## src/rtl/pipe_ctrl_unit.sv

```systemverilog
// Control unit for the 5-stage MIPS pipeline: ID-stage decode, load-use and
// branch hazard handling, and the control bundle carried through ID/EX, EX/MEM and MEM/WB.
module pipe_ctrl_unit #(
    parameter int unsigned REG_AW  = 5,
    parameter int unsigned ALUOP_W = 4,
    parameter int unsigned EXT_ISA = 1
) (
    input  logic               clk,
    input  logic               reset,
    input  logic               id_valid,
    input  logic [5:0]         id_op,
    input  logic [5:0]         id_funct,
    input  logic [REG_AW-1:0]  id_rs,
    input  logic [REG_AW-1:0]  id_rt,
    input  logic [REG_AW-1:0]  id_rd,
    input  logic               ex_br_taken,
    output logic               stall,
    output logic               flush_if,
    output logic [1:0]         id_s_npc,
    output logic [ALUOP_W-1:0] ex_aluop,
    output logic               ex_s_b,
    output logic               ex_s_ext,
    output logic               ex_is_branch,
    output logic               ex_br_ne,
    output logic               ex_illegal,
    output logic               mem_write,
    output logic               mem_read,
    output logic               wb_reg_write,
    output logic [1:0]         wb_s_data_write,
    output logic [REG_AW-1:0]  wb_waddr
);

    localparam logic [5:0] OpRtype = 6'b000000;
    localparam logic [5:0] OpJ     = 6'b000010;
    localparam logic [5:0] OpJal   = 6'b000011;
    localparam logic [5:0] OpBeq   = 6'b000100;
    localparam logic [5:0] OpBne   = 6'b000101;
    localparam logic [5:0] OpAddi  = 6'b001000;
    localparam logic [5:0] OpAddiu = 6'b001001;
    localparam logic [5:0] OpSlti  = 6'b001010;
    localparam logic [5:0] OpAndi  = 6'b001100;
    localparam logic [5:0] OpOri   = 6'b001101;
    localparam logic [5:0] OpLui   = 6'b001111;
    localparam logic [5:0] OpLw    = 6'b100011;
    localparam logic [5:0] OpSw    = 6'b101011;

    localparam logic [5:0] FnJr    = 6'b001000;
    localparam logic [5:0] FnJalr  = 6'b001001;
    localparam logic [5:0] FnSlt   = 6'b101010;

    localparam logic [1:0] WbAlu = 2'd0;
    localparam logic [1:0] WbMem = 2'd1;
    localparam logic [1:0] WbPc8 = 2'd2;

    localparam logic [1:0] NpcSeq = 2'd0;
    localparam logic [1:0] NpcJmp = 2'd1;
    localparam logic [1:0] NpcReg = 2'd2;

    localparam bit ExtOn = (EXT_ISA != 0);

    typedef struct packed {
        logic [ALUOP_W-1:0] aluop;
        logic               s_b;
        logic               s_ext;
        logic               is_branch;
        logic               br_ne;
        logic               illegal;
        logic               mem_write;
        logic               mem_read;
        logic               reg_write;
        logic [1:0]         s_data_write;
        logic [REG_AW-1:0]  waddr;
    } ex_bundle_t;

    typedef struct packed {
        logic               mem_write;
        logic               mem_read;
        logic               reg_write;
        logic [1:0]         s_data_write;
        logic [REG_AW-1:0]  waddr;
    } mem_bundle_t;

    typedef struct packed {
        logic               reg_write;
        logic [1:0]         s_data_write;
        logic [REG_AW-1:0]  waddr;
    } wb_bundle_t;

    ex_bundle_t  dec;
    logic [1:0]  dec_npc;
    logic        legal;
    logic        uses_rt;
    logic        load_use;
    logic        br_flush;
    ex_bundle_t  idex_d, idex_q;
    mem_bundle_t exmem_d, exmem_q;
    wb_bundle_t  memwb_d, memwb_q;

    // ID-stage decode
    always_comb begin
        dec     = '0;
        dec_npc = NpcSeq;
        legal   = 1'b1;
        uses_rt = 1'b0;
        unique case (id_op)
            OpRtype: begin
                uses_rt = 1'b1;
                if (id_funct == FnJr) begin
                    dec_npc = NpcReg;
                end else if (id_funct == FnJalr) begin
                    if (ExtOn) begin
                        dec_npc            = NpcReg;
                        dec.waddr          = id_rd;
                        dec.reg_write      = 1'b1;
                        dec.s_data_write   = WbPc8;
                    end else begin
                        legal = 1'b0;
                    end
                end else if (id_funct == FnSlt && !ExtOn) begin
                    legal = 1'b0;
                end else begin
                    dec.aluop     = ALUOP_W'(id_funct[3:0]);
                    dec.s_b       = 1'b1;
                    dec.waddr     = id_rd;
                    dec.reg_write = 1'b1;
                end
            end
            OpAddi, OpAddiu, OpSlti, OpAndi, OpOri, OpLui, OpLw: begin
                dec.waddr     = id_rt;
                dec.reg_write = 1'b1;
                unique case (id_op)
                    OpAddi:  begin dec.aluop = ALUOP_W'(4'b0000); dec.s_ext = 1'b1; end
                    OpAddiu: begin dec.aluop = ALUOP_W'(4'b0001); dec.s_ext = 1'b1; end
                    OpSlti:  begin
                        dec.aluop = ALUOP_W'(4'b1010);
                        dec.s_ext = 1'b1;
                        legal     = ExtOn;
                    end
                    OpAndi:  dec.aluop = ALUOP_W'(4'b0100);
                    OpOri:   dec.aluop = ALUOP_W'(4'b0101);
                    OpLui:   dec.aluop = ALUOP_W'(4'b1111);
                    default: begin
                        dec.aluop        = ALUOP_W'(4'b0001);
                        dec.s_ext        = 1'b1;
                        dec.mem_read     = 1'b1;
                        dec.s_data_write = WbMem;
                    end
                endcase
            end
            OpSw: begin
                uses_rt       = 1'b1;
                dec.aluop     = ALUOP_W'(4'b0001);
                dec.s_ext     = 1'b1;
                dec.mem_write = 1'b1;
            end
            OpBeq, OpBne: begin
                uses_rt       = 1'b1;
                dec.aluop     = ALUOP_W'(4'b0011);
                dec.s_b       = 1'b1;
                dec.is_branch = 1'b1;
                dec.br_ne     = (id_op == OpBne);
                if (id_op == OpBne && !ExtOn) legal = 1'b0;
            end
            OpJ: dec_npc = NpcJmp;
            OpJal: begin
                dec_npc          = NpcJmp;
                dec.waddr        = REG_AW'(31);
                dec.reg_write    = 1'b1;
                dec.s_data_write = WbPc8;
            end
            default: legal = 1'b0;
        endcase

        if (!legal || !id_valid) begin
            dec         = '0;
            dec.illegal = id_valid;
            dec_npc     = NpcSeq;
        end
        // $0 is hardwired; never let it look like a real destination.
        if (dec.waddr == '0) dec.reg_write = 1'b0;
    end

    // Hazard and redirect control
    always_comb begin
        load_use = idex_q.mem_read && (idex_q.waddr != '0) && id_valid &&
                   ((idex_q.waddr == id_rs) || (uses_rt && idex_q.waddr == id_rt));
        br_flush = idex_q.is_branch & (ex_br_taken ^ idex_q.br_ne);
        stall    = load_use & ~br_flush;
        id_s_npc = (load_use || br_flush) ? NpcSeq : dec_npc;
        flush_if = br_flush | ((dec_npc != NpcSeq) & ~load_use);
        if (!reset) begin
            stall    = 1'b0;
            flush_if = 1'b0;
            id_s_npc = NpcSeq;
        end
    end

    always_comb begin
        idex_d = (load_use || br_flush) ? '0 : dec;

        exmem_d              = '0;
        exmem_d.mem_write    = idex_q.mem_write;
        exmem_d.mem_read     = idex_q.mem_read;
        exmem_d.reg_write    = idex_q.reg_write;
        exmem_d.s_data_write = idex_q.s_data_write;
        exmem_d.waddr        = idex_q.waddr;

        memwb_d              = '0;
        memwb_d.reg_write    = exmem_q.reg_write;
        memwb_d.s_data_write = exmem_q.s_data_write;
        memwb_d.waddr        = exmem_q.waddr;
    end

    always_ff @(posedge clk or negedge reset) begin
        if (!reset) begin
            idex_q  <= '0;
            exmem_q <= '0;
            memwb_q <= '0;
        end else begin
            idex_q  <= idex_d;
            exmem_q <= exmem_d;
            memwb_q <= memwb_d;
        end
    end

    assign ex_aluop        = idex_q.aluop;
    assign ex_s_b          = idex_q.s_b;
    assign ex_s_ext        = idex_q.s_ext;
    assign ex_is_branch    = idex_q.is_branch;
    assign ex_br_ne        = idex_q.br_ne;
    assign ex_illegal      = idex_q.illegal;
    assign mem_write       = exmem_q.mem_write;
    assign mem_read        = exmem_q.mem_read;
    assign wb_reg_write    = memwb_q.reg_write;
    assign wb_s_data_write = memwb_q.s_data_write;
    assign wb_waddr        = memwb_q.waddr;

endmodule

```

## config.mk

```make
export PLATFORM = sky130hd
export DESIGN_NAME = pipe_ctrl_unit
export DESIGN_NICKNAME = d
export VERILOG_FILES = /design/src/rtl/pipe_ctrl_unit.sv
export SDC_FILE = /design/constraint.sdc
export NUM_CORES = 1
export LEC_CHECK = 0
export ABC_CLOCK_PERIOD_IN_PS = 1700
export CORE_ASPECT_RATIO = 0.9
export CORE_MARGIN = 5
export CORE_UTILIZATION = 25
export DETAILED_ROUTE_END_ITERATION = 16
export PLACE_DENSITY = 0.47
export RECOVER_POWER = 100
export SKIP_CTS_REPAIR_TIMING = 1
export SYNTH_ARGS = -nofsm -noshare
export SYNTH_HDL_FRONTEND = slang
export SYNTH_SLANG_ARGS = --single-unit
```

## constraint.sdc

```tcl
create_clock -name clk -period 1.7 [get_ports clk]
set_input_delay 0.34 -clock clk [delete_from_list [all_inputs] [get_ports clk]]
set_output_delay 0.34 -clock clk [all_outputs]
set_load 0.01 [all_outputs]
```

==> results.md, run 1 <==
* CP dominant cell by count: nor4_4
* First-pass GRT wire length at 8.514 mm
* Clk sinks at 37
* Util after Layout at 44.37%
* WL met1 at 2.512 mm
* Net Count, Synth at 208
* Most frequent cells in the layout: buf_4 (54), dfrtp_1 (37), nor2_1 (21)
* Drt drc at 0
* ANT nets after route at 0
* I/O pin count at 54
* Pin count of the biggest net entering global routing at 31
* Failing checks: setup timing
* Tcrit/Tclk final at 137.4%
* Worst-Margin Slew at 0.7222 ns
* Final net count at 325
* Met2 Wirelength at 2.699 mm
* H-tree depth at 2
* Effective utilization at floorplan at 25.51%
* CTS Buf Count at 5
* Largest area contributor in the netlist: dfrtp_1
* # fillers at 702
* Layout cells sized above 1 at 38.44%
* Startpoint types: flop
* Pwr Density at 607.4 nW/um^2
* WL/cell at 14.14 um
* FF-to-FF setup slack at -0.18 ns
* Max-cap check violation count at 0
* Setup crit end kind: output port
* Crit Path Max Fanout at 5
* Slew HR at 51.85%
* Vias post-DR at 1,755
* Placement Setup Slack at -1.227 ns
* GRT overflow at 0
* Final hold vios at 0
* Worst EP required at 1.36 ns
* Dominant synthesized flop cell: dfrtp_1
* DPL Wire Length at 4.279 mm
* Post-synth EDFFs at 0
* Std cell rows at 29
* Fmax at 428.2 MHz
* Die area at 8979 um^2
* WL met3 at 210 um
* Status: finished with violations
* Ant diodes at 0
* Cells on worst reg2reg path at 6
* LEAKAGE at 1.516 nW
* Vias in the first global route at 1,694
* Area Overhead vs Synth at 73.94%
* CTS clk-pin slew, worst paths at 0.07 ns
* Vias per inst at 4.535
* Clock Skew at 0.005566 ns
* RSZ-0062 raised after global routing: true
* Clock Latency Late Sink at 0.29 ns
* Synth top area share at 51.57%
* Seq cells post-synth at 37
* Crit path launch: exmem_d[4]
* Mapped cell area at 1795 um^2
* Cell at the slowest stage of the critical path: dfrtp_1
* Kind of critical path: reg -> out
* Placer Congestion at 0.8282
* CP max stage delay at 0.43 ns
* End of the critical path: id_s_npc[0]
* Initial antenna violation count at 0
* DRT Pass-1 Iters at 4
* Post-Synthesis Cells at 177
* Peak supply drop at 0.2324 mV
* CP Cell Sequence: nor4_4, a21boi_2, a41oi_2, o211ai_4, nor4_4, buf_2
* Total global-route track usage at 12.11%
* Core Area at 7039 um^2
* Most common cell after layout, fill and taps aside: buf_4
* Delay-heaviest family, CP: compound AO/OA/AOI/OAI gates
* CTS Buffer Depth at 2
* Critical path depth in cells at 6
* Die Height at 90.40 um
* Hold WC Path Type: in -> async
* Setup Viol. Count Final at 23
* # port buffers at 53
* Post-synth ARST share at 100.0%
* Worst r2r dst: ex_aluop[2]
* Number of DRC violations after detailed-routing iteration 0 at 29
* Slack of the critical path at -0.6353 ns
* Largest cells by area after synthesis: dfrtp_1 (52%), xor2_1 (4.9%), nor2_1 (4.6%)
* TritonCTS clock tree: done
* Total Wirelength at 5.471 mm
* Arr. time, crit path at 2.00 ns
* Synth cell types at 45
* Buf/Inv on CP at 1
* Max Slew Vio Count at 0
* Minimum clock period at 2.335 ns
* Mean Syn Cell Area at 10.14 um^2
* RR Startpoint: exmem_d[4]
* Setup TNS at -4.100 ns
* Top routing layer in use: met4
* Width of the die at 99.33 um
* Post-synthesis sequential area ratio at 51.57%
* Syn. warnings at 0
* Clk Tree Root Cell: clkbuf_8
-- tightest hold or removal path: cells and delay by family --
family	cells	cell delay, ns
buffers and inverters	3	0.68
-- layer usage --
metal  vias to the layer above  global-route usage [%]
met5                         -                       0
met4                         0                   4.437
met3                         4                   3.089
met2                        35                   19.30
met1                       849                   15.75
li1                        867                       -
-- power by group --
group          switching (mW)  total (mW)  internal [mW]
sequential            0.00654       0.900          0.894
clock                   0.302       0.622          0.320
combinational           0.181       0.375          0.194
total                   0.490        1.90           1.41
-- Yosys cell counts (2+ instances only) --
cell type,instances
clkbuf_1,3
inv_1,3
o21ai_0,5
nor4_1,5
xnor2_1,2
a221oi_1,5
nand2_1,15
or3_1,2
or2_2,2
buf_2,2
nand4_1,3
nand2b_1,3
nand3_1,8
xor2_1,10
o22ai_1,2
buf_6,2
a21oi_1,9
a31oi_1,3
nor2_1,22
dfrtp_1,37
nor3_1,8
a21bo_2,2
a21oi_2,2
-- logic make-up (layout without fill, tap and decap cells) --
logic type | count (synthesis) | after routing | share of synthesized area (%)
AND/OR/NAND/NOR | 78 | 78 | 23.21
flip-flops | 37 | 37 | 51.57
XOR/XNOR | 12 | 12 | 5.854
AO/OA/AOI/OAI | 38 | 38 | 15.82
buffers and inverters | 12 | 129 | 3.553
-- worst min-delay path by stage --
stage               start          end
floorplan           reset  ex_aluop[0]
global placement    reset   exmem_q[6]
detailed placement  reset   exmem_q[6]
CTS                 reset   exmem_q[6]
global route        reset   exmem_d[6]
finish              reset       ex_s_b
-- state kept, by name, summed over array words and instances, names as in the netlist, 2 cells and up --
| signal | cells |
|---|---|
| ex_aluop | 4 |
| exmem_d | 10 |
| exmem_q | 8 |
| wb_s_data_write | 2 |
| wb_waddr | 5 |
-- cell type report --
cell class	instances	area, um^2	area share [%]
Multi-Input combinational cell	128	959.7	30.73
Tap cell	93	116.4	3.726
Timing Repair Buffer	119	1020	32.65
Sequential cell	37	925.9	29.65
Inverter	3	11.26	0.3606
Clock inverter	1	7.507	0.2404
Clock buffer	6	82.58	2.644
-- stage by stage --
stage / hold slack [ns] / power [mW] / std cells / instance area (um^2)
floorplan: 0.04441 / 1.051 / 177 / 1838
global placement: 0.2714 / 1.269 / 373 / 2846
detailed placement: 0.2661 / 1.268 / 373 / 2846
CTS: -0.05232 / 1.903 / 380 / 2937
global route: 0.3006 / 1.987 / 387 / 3123
finish: 0.2801 / 1.897 / 387 / 3123
No activity file was read; power rests on OpenSTA's default activity.
==> inputs of run 2 (changes only) <==
--- a/config.mk
+++ b/config.mk
@@ -6,11 +6,9 @@
 export NUM_CORES = 1
 export LEC_CHECK = 0
 export ABC_CLOCK_PERIOD_IN_PS = 1700
-export CORE_ASPECT_RATIO = 0.9
 export CORE_MARGIN = 5
 export CORE_UTILIZATION = 25
 export DETAILED_ROUTE_END_ITERATION = 16
-export PLACE_DENSITY = 0.47
 export RECOVER_POWER = 100
 export SKIP_CTS_REPAIR_TIMING = 1
 export SYNTH_ARGS = -nofsm -noshare
==> run 2 against run 1 <==
  * Sequential share of layout area decreased by 1.8 points
  * Clock skew decreased by 0.00087 ns
  * Wire length rose by 7.5%
  * Design area is 6.9% higher
  * Final cell count up 2.3%
  * Clock power increased by 0.6%
  * Maximum frequency fell by 3.6%
  * The flow still finishes with violations (setup timing)
  * Critical path depth rose by 3
  * Flip-flop and latch count is the same
  * Critical endpoint is now flush_if
  * Register-to-register slack lost 0.35 ns
  * Total power is 3.1% higher
==> results.md, run 2 (same netlist as run 1, synthesis figures left out) <==
* Status: finished with violations (unchanged)
* Failing checks: setup timing (unchanged)
* DRT Pass-1 Iters at 4 (unchanged)
* Pin count of the biggest net entering global routing at 18 (was 31)
* Minimum clock period at 2.423 ns (was 2.335 ns)
* Final hold vios at 0 (unchanged)
* CP dominant cell by count: buf_4 (was nor4_4)
* Initial antenna violation count at 0 (unchanged)
* Kind of critical path: reg -> out (unchanged)
* Total Wirelength at 5.881 mm (was 5.471 mm)
* Cell Count, Final, Fillers Out at 396 (was 387)
* Vias post-DR at 1,822 (was 1,755)
* Std cell rows at 30 (was 29)
* Delay-heaviest family, CP: buffers and inverters (was compound AO/OA/AOI/OAI gates)
* Clock Skew at 0.004692 ns (was 0.005566 ns)
* Hold WC Path Type: in -> async (unchanged)
* Arr. time, crit path at 2.08 ns (was 2.00 ns)
* Effective utilization at floorplan at 26.00% (was 25.51%)
* I/O pin count at 54 (unchanged)
* Max reg flops at 10 (unchanged)
* WL/cell at 14.85 um (was 14.14 um)
* Number of DRC violations after detailed-routing iteration 0 at 101 (was 29)
* Most used routing layer: met2 (unchanged)
* # port buffers at 53 (unchanged)
* Most common cell after layout, fill and taps aside: buf_4 (unchanged)
* Clock Latency Late Sink at 0.30 ns (was 0.29 ns)
* Most frequent cells in the layout: buf_4 (54), clkdlybuf4s50_1 (36), dfrtp_1 (35) (was buf_4 (54), dfrtp_1 (37), nor2_1 (21))
* Met3 Use GR at 3.187% (was 3.089%)
* DPL Wire Length at 4.278 mm (was 4.279 mm)
* Cell at the slowest stage of the critical path: dfrtp_2 (was dfrtp_1)
* Die Height at 94.75 um (was 90.40 um)
* Slew HR at 41.57% (was 51.85%)
* Tcrit/Tclk final at 142.6% (was 137.4%)
* Dpl cells at 374 (was 373)
* Fmax at 412.6 MHz (was 428.2 MHz)
* # fillers at 659 (was 702)
* RSZ-0062 raised after global routing: true (unchanged)
* Clk Tree Root Cell: clkbuf_8 (unchanged)
* M1 GR Usage at 15.03% (was 15.75%)
* Slack of the critical path at -0.7235 ns (was -0.6353 ns)
* CP Cell Sequence: xor2_2, nor4_2, buf_4, nand4_1, buf_4, o21ai_2, buf_4, o21ai_2, buf_2 (was nor4_4, a21boi_2, a41oi_2, o211ai_4, nor4_4, buf_2)
* CTS Buf Count at 5 (unchanged)
* Peak supply drop at 0.2644 mV (was 0.2324 mV)
* CP max stage delay at 0.45 ns (was 0.43 ns)
* Ant diodes at 0 (unchanged)
* H-tree depth at 2 (unchanged)
* Width of the die at 94.75 um (was 99.33 um)
* Layout cells sized above 1 at 43.67% (was 38.44%)
* LEAKAGE at 1.544 nW (was 1.516 nW)
* Worst-Margin Slew at 0.8765 ns (was 0.7222 ns)
* Max Slew Vio Count at 0 (unchanged)
* Util after Layout at 48.33% (was 44.37%)
* First-pass GRT wire length at 8.493 mm (was 8.514 mm)
* Total global-route track usage at 12.39% (was 12.11%)
* Startpoint types: flop (unchanged)
* Core Area at 6907 um^2 (was 7039 um^2)
* Crit Path Max Fanout at 3 (was 5)
* Area Overhead vs Synth at 85.92% (was 73.94%)
* Final net count at 330 (was 325)
* Setup Viol. Count Final at 23 (unchanged)
* ANT nets after route at 0 (unchanged)
* CTS Buffer Depth at 2 (unchanged)
* Setup crit end kind: output port (unchanged)
* Max-cap check violation count at 0 (unchanged)
* GRT overflow at 0 (unchanged)
* Vias per inst at 4.601 (was 4.535)
* Placement Setup Slack at -1.195 ns (was -1.227 ns)
* TritonCTS clock tree: done (unchanged)
* Worst EP required at 1.36 ns (about the same)
* CTS clk-pin slew, worst paths at 0.08 ns (was 0.07 ns)
* Die area at 8977 um^2 (was 8979 um^2)
* Buf/Inv on CP at 4 (was 1)
* Placer Congestion at 0.8566 (was 0.8282)
* Clk sinks at 37 (unchanged)
* Drt drc at 0 (unchanged)
* Vias in the first global route at 1,823 (was 1,694)
* Hold Worst Slack at 0.02003 ns (was 0.2801 ns)
* Pwr Density at 585.6 nW/um^2 (was 607.4 nW/um^2)
* GR Layer Usage met2 at 21.08% (was 19.30%)
-- run 2: cell types whose count changed in the layout (fill, tap and decap cells not counted), sizes merged --
cell	change
dlygate4sd3	-18
clkdlybuf4s50	+17
buf	+8
clkbuf	-7
dlymetal6s2s	+4
clkinv	+1
inv	+1
-- run 2: worst register-to-register path, stage by stage, from the launching register on --
cell and delay (ns):
dfrtp_2 0.44, nor4_4 0.33, a21boi_2 0.12, a41oi_2 0.28
o211ai_4 0.16, buf_4 0.16, buf_6 0.10, buf_6 0.10
buf_6 0.11, buf_4 0.15, nor4_4 0.20
-- run 2: layout make-up --
cell class	count	area [um^2]	share of cell area (%)
Timing Repair Buffer	124	1111	33.28
Multi-Input combinational cell	128	1077	32.27
Sequential cell	37	928.4	27.81
Tap cell	96	120.1	3.598
Clock buffer	5	68.82	2.061
Clock inverter	3	21.27	0.6372
Inverter	3	11.26	0.3373
-- run 2: per-layer routing --
metal,vias to the layer above,share of wire [%]
met2,51,51
met3,7,5.6
met5,-,0
met4,0,1.3
met1,889,42
li1,875,-
-- run 2: per-stage QoR --
| step | instance area, um^2 | power, mW | setup TNS, ns |
|---|---|---|---|
| 4_1_cts | 2925 | 1.897 | -9.470 |
| 5_1_grt | 3338 | 2.034 | -7.985 |
| 3_3_place_gp | 2835 | 1.266 | -14.61 |
| 3_5_place_dp | 2835 | 1.269 | -15.44 |
| 6_report | 3338 | 1.955 | -6.518 |
| 2_1_floorplan | 1838 | 1.051 | -0.2560 |
-- run 2: final timing paths --
kind / start / endpoint / slack, ns / depth (start not counted)
min in group clk: exmem_q[6] / wb_s_data_write[1] / 0.35 / 0
setup reg to reg: exmem_d[1] / exmem_d[5] / -0.53 / 10
hold / removal: reset / wb_waddr[0] / 0.02 / 2
hold reg to reg: exmem_q[6] / wb_s_data_write[1] / 0.35 / 0
setup / recovery: exmem_d[2] / flush_if / -0.72 / 9
max in group asynchronous: reset / exmem_d[2] / 0.81 / 2
-- run 2: where the power goes --
group | total, mW | internal (mW) | switching [mW]
registers | 0.901 | 0.893 | 0.00725
logic | 0.428 | 0.220 | 0.208
clock network | 0.626 | 0.290 | 0.336
==> inputs of run 3 (changes only) <==
--- a/config.mk
+++ b/config.mk
@@ -6,6 +6,7 @@
 export NUM_CORES = 1
 export LEC_CHECK = 0
 export ABC_CLOCK_PERIOD_IN_PS = 1700
+export CORE_ASPECT_RATIO = 1.75
 export CORE_MARGIN = 5
 export CORE_UTILIZATION = 25
 export DETAILED_ROUTE_END_ITERATION = 16
@@ -14,3 +15,4 @@
 export SYNTH_ARGS = -nofsm -noshare
 export SYNTH_HDL_FRONTEND = slang
 export SYNTH_SLANG_ARGS = --single-unit
+export TNS_END_PERCENT = 1
==> run 3 against run 2 <==
  * The flow still finishes with violations (setup timing)
  * Final cell count decreased by 5.3%
  * Register-to-register slack improved by 0.24 ns
  * Worst hold slack improved by 0.33 ns
  * Die area increased by 0.74%
  * Largest power group unchanged
==> results.md, run 3 (same netlist as run 1, synthesis figures left out) <==
* LEAKAGE at 1.472 nW (was 1.544 nW)
* CP Cell Sequence: clkdlybuf4s50_1, buf_4, or4_4, or3_1, o21ai_2, clkbuf_2 (was xor2_2, nor4_2, buf_4, nand4_1, buf_4, o21ai_2, buf_4, o21ai_2, buf_2)
* Hold Worst Slack at 0.3456 ns (was 0.02003 ns)
* RR Startpoint: exmem_d[4] (was exmem_d[1])
* Pwr Density at 699.9 nW/um^2 (was 585.6 nW/um^2)
* CTS Buf Count at 5 (unchanged)
* Setup TNS at -5.660 ns (was -6.518 ns)
* Fin area at 3043 um^2 (was 3338 um^2)
* Final net count at 319 (was 330)
* GRT overflow at 0 (unchanged)
* CP max stage delay at 0.45 ns (about the same)
* Slack of the critical path at -0.6325 ns (was -0.7235 ns)
* Sw Ratio at 24.18% (was 28.19%)
* CTS Buffer Depth at 2 (unchanged)
* Total Wirelength at 5.335 mm (was 5.881 mm)
* Vias per inst at 4.627 (was 4.601)
* Kind of critical path: in -> out (was reg -> out)
* Status: finished with violations (unchanged)
* Arr. time, crit path at 1.99 ns (was 2.08 ns)
* Setup Viol. Count Final at 23 (unchanged)
* Layout cells sized above 1 at 32.18% (was 43.67%)
* Internal power at 1.615 mW (was 1.404 mW)
* FF-to-FF setup slack at -0.29 ns (was -0.53 ns)
* Number of DRC violations after detailed-routing iteration 0 at 50 (was 101)
* Vias post-DR at 1,735 (was 1,822)
* Pin count of the biggest net entering global routing at 28 (was 18)
* Die area at 9043 um^2 (was 8977 um^2)
* Minimum clock period at 2.332 ns (was 2.423 ns)
* Effective utilization at floorplan at 25.18% (was 26.00%)
* Hold WC Path Type: reg -> reg (was in -> async)
* Peak supply drop at 0.3427 mV (was 0.2644 mV)
* Drt drc at 0 (unchanged)
* Delay-heaviest family, CP: simple AND/OR/NAND/NOR gates (was buffers and inverters)
* Crit path launch: id_op[5] (was exmem_d[2])
* Max-cap check violation count at 0 (unchanged)
* Area Overhead vs Synth at 69.48% (was 85.92%)
* Hold Path Depth at 0
* Fmax at 428.7 MHz (was 412.6 MHz)
* Tcrit/Tclk final at 137.2% (was 142.6%)
* WL met3 at 211 um (was 332 um)
* Final hold vios at 0 (unchanged)
* Critical path depth in cells at 6 (was 9)
* Failing checks: setup timing (unchanged)
* Cell at the slowest stage of the critical path: or4_4 (was dfrtp_2)
* Setup crit end kind: output port (unchanged)
* Most frequent cells in the layout: buf_4 (52), dfrtp_1 (37), clkdlybuf4s50_1 (22) (was buf_4 (54), clkdlybuf4s50_1 (36), dfrtp_1 (35))
* Core Area at 7131 um^2 (was 6907 um^2)
* Most common cell after layout, fill and taps aside: buf_4 (unchanged)
* Placer Congestion at 0.8407 (was 0.8566)
* Worst EP required at 1.36 ns (about the same)
* ANT nets after route at 0 (unchanged)
* Worst-Margin Slew at 0.6632 ns (was 0.8765 ns)
* Comb pwr share at 16.5% (was 21.9%)
* # fillers at 715 (was 659)
* Initial antenna violation count at 0 (unchanged)
* Clk Tree Root Cell: clkbuf_16 (was clkbuf_8)
* Crit Path Max Fanout at 5 (was 3)
* Design Power at 2.130 mW (was 1.955 mW)
* Cell Count, Final, Fillers Out at 375 (was 396)
* Seq pwr share at 42.3% (was 46.1%)
* WL met1 at 1.857 mm (was 2.450 mm)
* Width of the die at 74.06 um (was 94.75 um)
* Cells on worst reg2reg path at 7 (was 10)
* # port buffers at 53 (unchanged)
* RSZ-0062 raised after global routing: true (unchanged)
* Total global-route track usage at 12.50% (was 12.39%)
* Worst r2r dst: exmem_d[5] (unchanged)
* Power share of the clock group at 41.2% (was 32.0%)
* Ant diodes at 0 (unchanged)
* Die Height at 122.1 um (was 94.75 um)
* Dpl cells at 365 (was 374)
* Startpoint types: input pin (was flop)
* DPL Wire Length at 4.371 mm (was 4.278 mm)
* Met2 Wirelength at 3.057 mm (was 3.022 mm)
* WL/cell at 14.23 um (was 14.85 um)
* Slew HR at 55.79% (was 41.57%)
* Std cell rows at 41 (was 30)
* Top routing layer in use: met4 (unchanged)
* Buf/Inv on CP at 3 (was 4)
* End of the critical path: flush_if (unchanged)
* DP Area at 2824 um^2 (was 2835 um^2)
* Clock Skew at 0.003768 ns (was 0.004692 ns)
* TritonCTS clock tree: done (unchanged)
* Max reg flops at 10 (unchanged)
* Max Slew Vio Count at 0 (unchanged)
* Util after Layout at 42.67% (was 48.33%)
* CTS clk-pin slew, worst paths at 0.05 ns (was 0.08 ns)
* Clock Latency Late Sink at 0.28 ns (was 0.30 ns)
* Vias in the first global route at 1,825 (was 1,823)
* Net Sw Power at 515.1 uW (was 551.2 uW)
* H-tree depth at 2 (unchanged)
* First-pass GRT wire length at 8.411 mm (was 8.493 mm)
* Clk sinks at 37 (unchanged)
* I/O pin count at 54 (unchanged)
* DRT Pass-1 Iters at 4 (unchanged)
* Placement Setup Slack at -1.107 ns (was -1.195 ns)
-- run 3: final cells by class --
class                           instances  area [um^2]  area share [%]
Tap cell                               86        107.6           3.536
Clock inverter                          3        17.52          0.5757
Inverter                                3        11.26          0.3701
Multi-Input combinational cell        128        890.9           29.28
Clock buffer                            5        125.1           4.112
Timing Repair Buffer                  113        964.7           31.70
Sequential cell                        37        925.9           30.43
-- run 3: worst min path at each step --
stage,from,endpoint,slack [ns]
after floorplan,reset,ex_aluop[0],0.04
after global placement,reset,wb_s_data_write[0],0.29
after detailed placement,reset,wb_s_data_write[0],0.28
after CTS,reset,mem_write,-0.02
after global routing,exmem_d[5],exmem_q[5],0.35
final,exmem_q[3],wb_waddr[3],0.35
-- run 3: per-layer routing --
metal / track usage [%] / vias to the layer above
met5: 0 / -
met3: 2.147 / 14
li1: - / 849
met2: 23.61 / 39
met4: 7.823 / 0
met1: 11.82 / 833
-- run 3: power groups by stage --
stage | clock network (mW) | logic, mW | registers, mW
final | 0.876 | 0.352 | 0.901
after floorplan | 0 | 0.125 | 0.921
after global routing | 0.952 | 0.385 | 0.902
after global placement | 0 | 0.344 | 0.917
after detailed placement | 0 | 0.347 | 0.918
after CTS | 0.912 | 0.349 | 0.902
